`config.mk`:
```
export PLATFORM = sky130hd
export DESIGN_NAME = main_button_input
export DESIGN_NICKNAME = d
export VERILOG_FILES = /design/src/rtl/main_button_pkg.sv /design/src/rtl/main_button_debounce.sv /design/src/rtl/main_button_input.sv
export SDC_FILE = /design/constraint.sdc
export NUM_CORES = 1
export LEC_CHECK = 0
export CAP_MARGIN = 20
export CORE_MARGIN = 10
export CORE_UTILIZATION = 46
export CTS_CLUSTER_SIZE = 8
export DETAILED_ROUTE_END_ITERATION = 8
export GPL_ROUTABILITY_DRIVEN = 1
export PLACE_DENSITY = 0.72
export REMOVE_ABC_BUFFERS = 1
export SLEW_MARGIN = 20
export SYNTH_ARGS = -nofsm -noshare
export SYNTH_HDL_FRONTEND = slang
export SYNTH_SLANG_ARGS = --single-unit
```
`constraint.sdc`:
```
create_clock -name clk -period 1.9 [get_ports clk]
set_input_delay 0.19 -clock clk [delete_from_list [all_inputs] [get_ports clk]]
set_output_delay 0.19 -clock clk [all_outputs]
set_load 0.05 [all_outputs]
```
`src/rtl/main_button_pkg.sv`:
```
// Shared constants and helpers for the push-button input port.
package main_button_pkg;

   localparam logic [1:0] ADDR_DATA = 2'd0;
   localparam logic [1:0] ADDR_MASK = 2'd2;
   localparam logic [1:0] ADDR_EDGE = 2'd3;

   localparam int unsigned EDGE_RISING  = 0;
   localparam int unsigned EDGE_FALLING = 1;
   localparam int unsigned EDGE_ANY     = 2;

   // Bits needed to count 0..cycles-1; never less than one bit.
   function automatic int unsigned cnt_width(input int unsigned cycles);
      return (cycles < 32'd2) ? 32'd1 : 32'($clog2(cycles));
   endfunction

endpackage

```
`src/rtl/main_button_debounce.sv`:
```
// Single-line two-flop synchroniser followed by a hold-time debounce counter.
module main_button_debounce
   import main_button_pkg::*;
#(
   parameter int unsigned DEBOUNCE_CYCLES = 500000,
   parameter logic        INIT_BIT        = 1'b1
) (
   input  logic clk,
   input  logic reset_n,
   input  logic raw,
   output logic stable
);

   localparam int unsigned     CW       = cnt_width(DEBOUNCE_CYCLES);
   localparam logic [CW-1:0]   CNT_LAST = CW'(DEBOUNCE_CYCLES - 1);

   logic          meta;
   logic          sync;
   logic [CW-1:0] cnt;

   always_ff @(posedge clk or negedge reset_n) begin
      if (!reset_n) begin
         meta <= INIT_BIT;
         sync <= INIT_BIT;
      end else begin
         meta <= raw;
         sync <= meta;
      end
   end

   // Accept the new level only after it has differed for DEBOUNCE_CYCLES edges in a row.
   always_ff @(posedge clk or negedge reset_n) begin
      if (!reset_n) begin
         cnt    <= '0;
         stable <= INIT_BIT;
      end else if (sync == stable) begin
         cnt <= '0;
      end else if (cnt == CNT_LAST) begin
         cnt    <= '0;
         stable <= sync;
      end else begin
         cnt <= cnt + CW'(1);
      end
   end

endmodule

```
`src/rtl/main_button_input.sv`:
```
// Avalon-MM button/switch input port: debounced data, edge capture with W1C, maskable irq.
module main_button_input
   import main_button_pkg::*;
#(
   parameter int unsigned      WIDTH           = 4,
   parameter int unsigned      DEBOUNCE_CYCLES = 500000,
   parameter int unsigned      EDGE_TYPE       = EDGE_FALLING,
   parameter logic [WIDTH-1:0] INIT_LEVEL      = '1
) (
   input  logic             clk,
   input  logic             reset_n,
   input  logic [1:0]       address,
   input  logic             chipselect,
   input  logic             write_n,
   input  logic [31:0]      writedata,
   input  logic [WIDTH-1:0] in_port,
   output logic [31:0]      readdata,
   output logic             irq
);

   logic [WIDTH-1:0] d;
   logic [WIDTH-1:0] d_prev;
   logic [WIDTH-1:0] rise;
   logic [WIDTH-1:0] fall;
   logic [WIDTH-1:0] ev;
   logic [WIDTH-1:0] w1c;
   logic [WIDTH-1:0] irq_mask;
   logic [WIDTH-1:0] edge_capture;
   logic             wr_en;
   logic             unused_wdata;

   for (genvar i = 0; i < int'(WIDTH); i++) begin : g_db
      main_button_debounce #(
         .DEBOUNCE_CYCLES (DEBOUNCE_CYCLES),
         .INIT_BIT        (INIT_LEVEL[i])
      ) u_db (
         .clk     (clk),
         .reset_n (reset_n),
         .raw     (in_port[i]),
         .stable  (d[i])
      );
   end

   assign wr_en        = chipselect & ~write_n;
   assign rise         = d & ~d_prev;
   assign fall         = ~d & d_prev;
   assign w1c          = (wr_en && (address == ADDR_EDGE)) ? writedata[WIDTH-1:0] : '0;
   assign unused_wdata = ^writedata;

   always_comb begin
      ev = '0;
      case (EDGE_TYPE)
         EDGE_RISING: ev = rise;
         EDGE_ANY:    ev = rise | fall;
         default:     ev = fall;
      endcase
   end

   // A new edge wins over a same-cycle W1C on the same bit.
   always_ff @(posedge clk or negedge reset_n) begin
      if (!reset_n) begin
         d_prev       <= INIT_LEVEL;
         irq_mask     <= '0;
         edge_capture <= '0;
         irq          <= 1'b0;
      end else begin
         d_prev       <= d;
         edge_capture <= (edge_capture & ~w1c) | ev;
         irq          <= |(edge_capture & irq_mask);
         if (wr_en && (address == ADDR_MASK)) begin
            irq_mask <= writedata[WIDTH-1:0];
         end
      end
   end

   always_comb begin
      readdata = '0;
      case (address)
         ADDR_DATA: readdata = 32'(d);
         ADDR_MASK: readdata = 32'(irq_mask);
         ADDR_EDGE: readdata = 32'(edge_capture);
         default:   readdata = '0;
      endcase
   end

endmodule

```
=== Word-level counts from Yosys, hierarchy flattened ===
Cells that the tools add are included.
W data, S select, Z words.

* Bits of input ports: 42
* Flip-flop bits (word level): 101
* Output and inout bits: 33
* Logic and storage cells: 64

* Bitwise logic cells: 12
* Muxes and demuxes: 10
* $add $sub $neg: 4
* Eq/ne operators: 10
* Reductions and logical operators: 8

{| class="wikitable"
|+ Operator list
! kind !! count
|-
| $mux W19 || 8
|-
| $add A19 B1 Y19 const B || 4
|-
| $eq A19 B19 Y1 const B || 4
|-
| $and A4 B4 Y4 || 3
|-
| $pmux W4 S3 || 1
|-
| $not A4 Y4 || 2
|-
| $reduce_and A2 Y1 || 4
|-
| $not A1 Y1 || 5
|-
| $eq A1 B1 Y1 || 4
|-
| $eq A2 B2 Y1 const B || 2
|-
| $mux W4 || 1
|-
| $or A4 B4 Y4 || 1
|-
| $reduce_or A4 Y1 || 1
|-
| $logic_and A1 B1 Y1 || 2
|-
| $logic_not A2 Y1 || 1
|-
| $and A1 B1 Y1 || 1
|}

=== Depth between registers and ports, before layout ===
* Depth after elaboration: 7
* Gate-level depth with buffers: 7
* Depth with buffers taken out: 5

=== Cells and area by module ===
From an unflattened synthesis, not the netlist that was laid out.

* Cell total of the unflattened synthesis: 497
* Area, all modules: 5162.5 um^2

{| class="wikitable"
|+ By module, submodules not included
! module !! instances !! sequential area each (um^2) !! cells each !! area each (um^2)
|-
| main_button_debounce (g_db[0].u_db ...) || 3 || 554.3 || 105 || 1083.5
|-
| main_button_debounce (g_db[1].u_db) || 1 || 554.3 || 105 || 1077.3
|-
| main_button_input || 1 || 330.3 || 77 || 834.6
|}

=== Least setup slack after synthesis ===
No wires, ideal clock.

* Kind: register to register
* Start: register g_db[0].u_db.cnt[11]
* End: register g_db[0].u_db.cnt[13]
* Arrival time: 1.862 ns
* Stages on the path, launching flop included: 6
* Period minus slack after synthesis: 1.981 ns
* Required time: 1.781 ns
* Buffers on the path: 1
* Path slack: -0.081 ns
* Setup time: 0.119 ns
* Cells stage by stage: dfrtp_1 > or4_1 > or4_4 > o21ai_4 > buf_6 > nor2_1

* Longest elaborated chain between the ends: 3
* Elaborated cells on any way between the ends: 4
* Those cells by class: add/sub (1); eq/ne (1); mux (2)

{| class="wikitable"
|+ RTL lines
! element !! line !! RTL
|-
| start, declared || main_button_debounce.sv:19 || <nowiki>logic [CW-1:0] cnt;</nowiki>
|-
| start signal, assigned || main_button_debounce.sv:42 || <nowiki>cnt <= cnt + CW'(1);</nowiki>
|-
| $add A19 B1 Y19 / $eq A19 B19 Y1 (equally long branches) || main_button_debounce.sv:42, main_button_debounce.sv:38 ||
|-
| $mux W19 (*) || main_button_debounce.sv:38 || <nowiki>end else if (cnt == CNT_LAST) begin</nowiki>
|-
| $mux W19 (*) || main_button_debounce.sv:36 || <nowiki>end else if (sync == stable) begin</nowiki>
|}

Every way passes the cells marked *; elsewhere a longest branch is shown, timed or not.
A chain may end at the register's enable or synchronous reset.

=== Worst setup path in the final report ===
* Start: register g_db[0].u_db.cnt[14]
* End: register g_db[0].u_db.stable

* Longest elaborated chain between the ends: 2

{| class="wikitable"
|+ RTL lines
! element !! line !! RTL
|-
| $eq A19 B19 Y1 || main_button_debounce.sv:38 ||
|-
| $reduce_and A2 Y1 (no source line) || -- ||
|-
| end signal, assigned || main_button_debounce.sv:40 || <nowiki>stable <= sync;</nowiki>
|-
| end, declared || main_button_debounce.sv:11 || <nowiki>output logic stable</nowiki>
|}

No other way between the ends.

==> metrics <==
Clock Path Buffers 2; Synth Area per Inst 10.1 µm²; Startpoint Class flop; Initial Utilization 46.5%; ANT nets after route 0; period utilisation layout 104%; number of synthesized flops with an enable pin 0; Min Clock Period, post-route 1.98 ns; Highest Clock Rate 505 MHz; Rel. slew slack 62.6%; Power Dens Cells 752 mW/mm²; WP data required 2.20 ns; Highest Signal Layer met4; DP Area 0.00548 mm²; Clock transition at path regs 0.10 ns; gr usage total 12.9%; Flop pwr share 52.7%; Sw Share 27.2%; Setup-failing EPs final 19; max-cap violation count 0; pin slew with the least headroom to its limit 0.561 ns; post-route cell area 0.00577 mm²; unrepaired setup endpoints after global routing true; CTS Root Cell clkbuf_8; WL/cell 14.3 µm; CTS tree done; CP peak stage delay 0.56 ns; worst skew pair latency 0.36 ns; final WL 9860 µm; crit path max fanout 2; Buf+Inv Stages, Crit Path 0; WL met2 4780 µm; status finished with violations; R2R setup slack -0.08 ns; internal power 3.15 mW; Clk pwr share 35.7%; Final Hold Viols 0; dpl hpwl 6920 µm; GP Congestion 0.848; vias per cell 5.29; initial antenna violation count 0; Worst Path Arrival 2.28 ns; Num Clock Sinks 101; Main synth FF type dfrtp_1; vias in the first global route 3676; Distinct cells, synth 45; Area Growth Syn to Fin 15.3%; met1 wire length 4420 µm; Yosys reg bits 101; Synthesis Warnings 0; post-route setup slack -0.0792 ns; Comb pwr share 11.6%; CTS buffer count 9; NumNets Final 590; CP Class reg -> reg; critical path, cell by cell or4b_4, or4_4, nor2_2, mux2_4; setup tns final -1.22 ns; Slew Limit Fails 0; Worst Setup End Kind flop; grt total ovfl 0; NetSw 1.18 mW; Met3 Routed Length 531 µm; die area 0.0154 mm²; core area 0.0107 mm²; Placement Setup Slack -0.101 ns; largest net degree at the start of global routing 102; Site Rows 38; Worst Skew 0.0155 ns; Vias 3642; Cell Area, Synth 0.00500 mm²; H-tree depth 3; DRT Pass-1 Iters 4; DRC viols 0; Die H 124 µm; layout cells sized above 1 17.7%; CP top delay family simple AND/OR/NAND/NOR gates; IO buf count 18; failing checks negative setup slack; first-pass GRT wire length 17300 µm; Die X 124 µm; starting DRC count in detailed routing 211; peak supply drop 0.320 mV; ys async rst share 100%; I/O pins 75; register area share after synthesis 51.0%; Max stage delay cell, worst path or4_4; Pleak 2.41 nW; antenna cell count 0; worst hold path class in -> reg; cell count after synthesis 495
-- cell type report --
class,count,area (µm²)
fill,934,4980
sequential,101,2550
multi-input combinational,362,2230
timing repair buffer,55,523
tap,140,175
clock buffer,9,124
clock inverter,7,105
inverter,15,56.3
-- synth_stat cells, types with 4 or more instances --
master    instances  area share [%]
xor2_1           31             5.4
nor2_1           61             4.6
a21oi_1          19             1.9
nand4_1          25             3.1
dfstp_2          16             8.4
or4_1            12             1.8
xnor2_1          22             3.9
ha_1              4             1.0
clkbuf_1         12            0.90
nand2_1          33             2.5
and3_1            5            0.63
and2_1            4            0.50
o31ai_1          10             1.5
buf_4            28             4.2
nand3_1          24             2.4
nor4_1            7            0.88
dfrtp_1          85              43
mux2_2            8             1.8
inv_1            15             1.1
or3_1             9             1.1
nor3_1            4            0.40
mux2i_1           4            0.80
and4_1           11             1.9
o21ai_0          16             1.6
-- cell families after synthesis --
logic type | share of synthesized area [%]
and+or+nand+nor | 23.1
DFF | 51.0
buffers and inverters | 6.76
xor gates and xnor gates | 9.29
AOI/OAI and AO/OA | 6.23
muxes | 2.60
adders and majority gates | 1.00
other | 0.0750
-- power by group through the flow --
stage	sequential, mW	combinational (mW)	clock (mW)
finish	2.28	0.503	1.55
global route	2.29	0.544	1.67
CTS	2.28	0.505	1.58
detailed placement	2.32	0.499	0
global placement	2.32	0.492	0
floorplan	2.34	0.267	0
-- state kept, by name, summed over array words and instances (netlist names) --
| signal | count |
|---|---|
| g_db.u_db.stable | 4 |
| d_prev | 4 |
| g_db.u_db.sync | 4 |
| g_db.u_db.cnt | 76 |
| irq | 1 |
| edge_capture | 4 |
| g_db.u_db.meta | 4 |
| irq_mask | 4 |
-- through the flow --
step / utilization [%] / power, mW / hold slack, ns / instances
after floorplan: - / 2.61 / -0.106 / 478
after global placement: 51.0 / 2.81 / 0.288 / 669
after detailed placement: 51.0 / 2.82 / 0.296 / 669
after CTS: 53.5 / 4.37 / 0.207 / 688
after global routing: 53.7 / 4.50 / 0.205 / 689
final: 53.7 / 4.33 / 0.217 / 689
-- routing by layer --
layer | track usage [%] | vias up
met1 | 16.2 | 1783
met3 | 3.06 | 9
li1 | - | 1773
met2 | 21.2 | 77
met4 | 4.87 | 0
met5 | 0 | -
-- timing repair --
action / 4_1_cts / 5_1_grt
setup buffers: 2 / 1
resized for setup: 4 / 5
pin swaps: 1 / 0
setup endpoints to repair: 21 / 33
hold endpoints to repair: 85 / 0
hold buffers: 1 / 0
-- placed cells by master (no fill, tap or decap), drive strengths merged, types with 2 or more instances in the layout --
| master | n |
|---|---|
| and4 | 11 |
| mux2i | 4 |
| clkdlybuf4s50 | 13 |
| xor2 | 31 |
| o21ai | 19 |
| nor2 | 61 |
| nor4bb | 2 |
| or4b | 2 |
| nand3 | 25 |
| nand2 | 33 |
| clkbuf | 9 |
| buf | 41 |
| nor3 | 4 |
| a22oi | 2 |
| and3 | 5 |
| nand4 | 26 |
| dfrtp | 85 |
| ha | 4 |
| conb | 28 |
| dfstp | 16 |
| or3 | 11 |
| or4 | 13 |
| o31ai | 10 |
| and2 | 4 |
| nand3b | 2 |
| nor4 | 7 |
| inv | 18 |
| or2 | 2 |
| a21oi | 19 |
| mux2 | 8 |
| xnor2 | 22 |
| nor4b | 3 |
| bufinv | 2 |
-- final timing paths --
kind | to | depth (start not counted) | start
worst max register to register | g_db[0].u_db.stable | 4 | g_db[0].u_db.cnt[14]
worst min-delay path | g_db[2].u_db.meta | 1 | in_port[2]
max in group asynchronous | g_db[1].u_db.cnt[17] | 3 | reset_n
worst min register to register | g_db[2].u_db.sync | 0 | g_db[2].u_db.meta
worst max-delay path | g_db[0].u_db.stable | 4 | g_db[0].u_db.cnt[14]
min in group asynchronous | g_db[3].u_db.cnt[8] | 3 | reset_n
No activity file was read; power rests on OpenSTA's default activity.
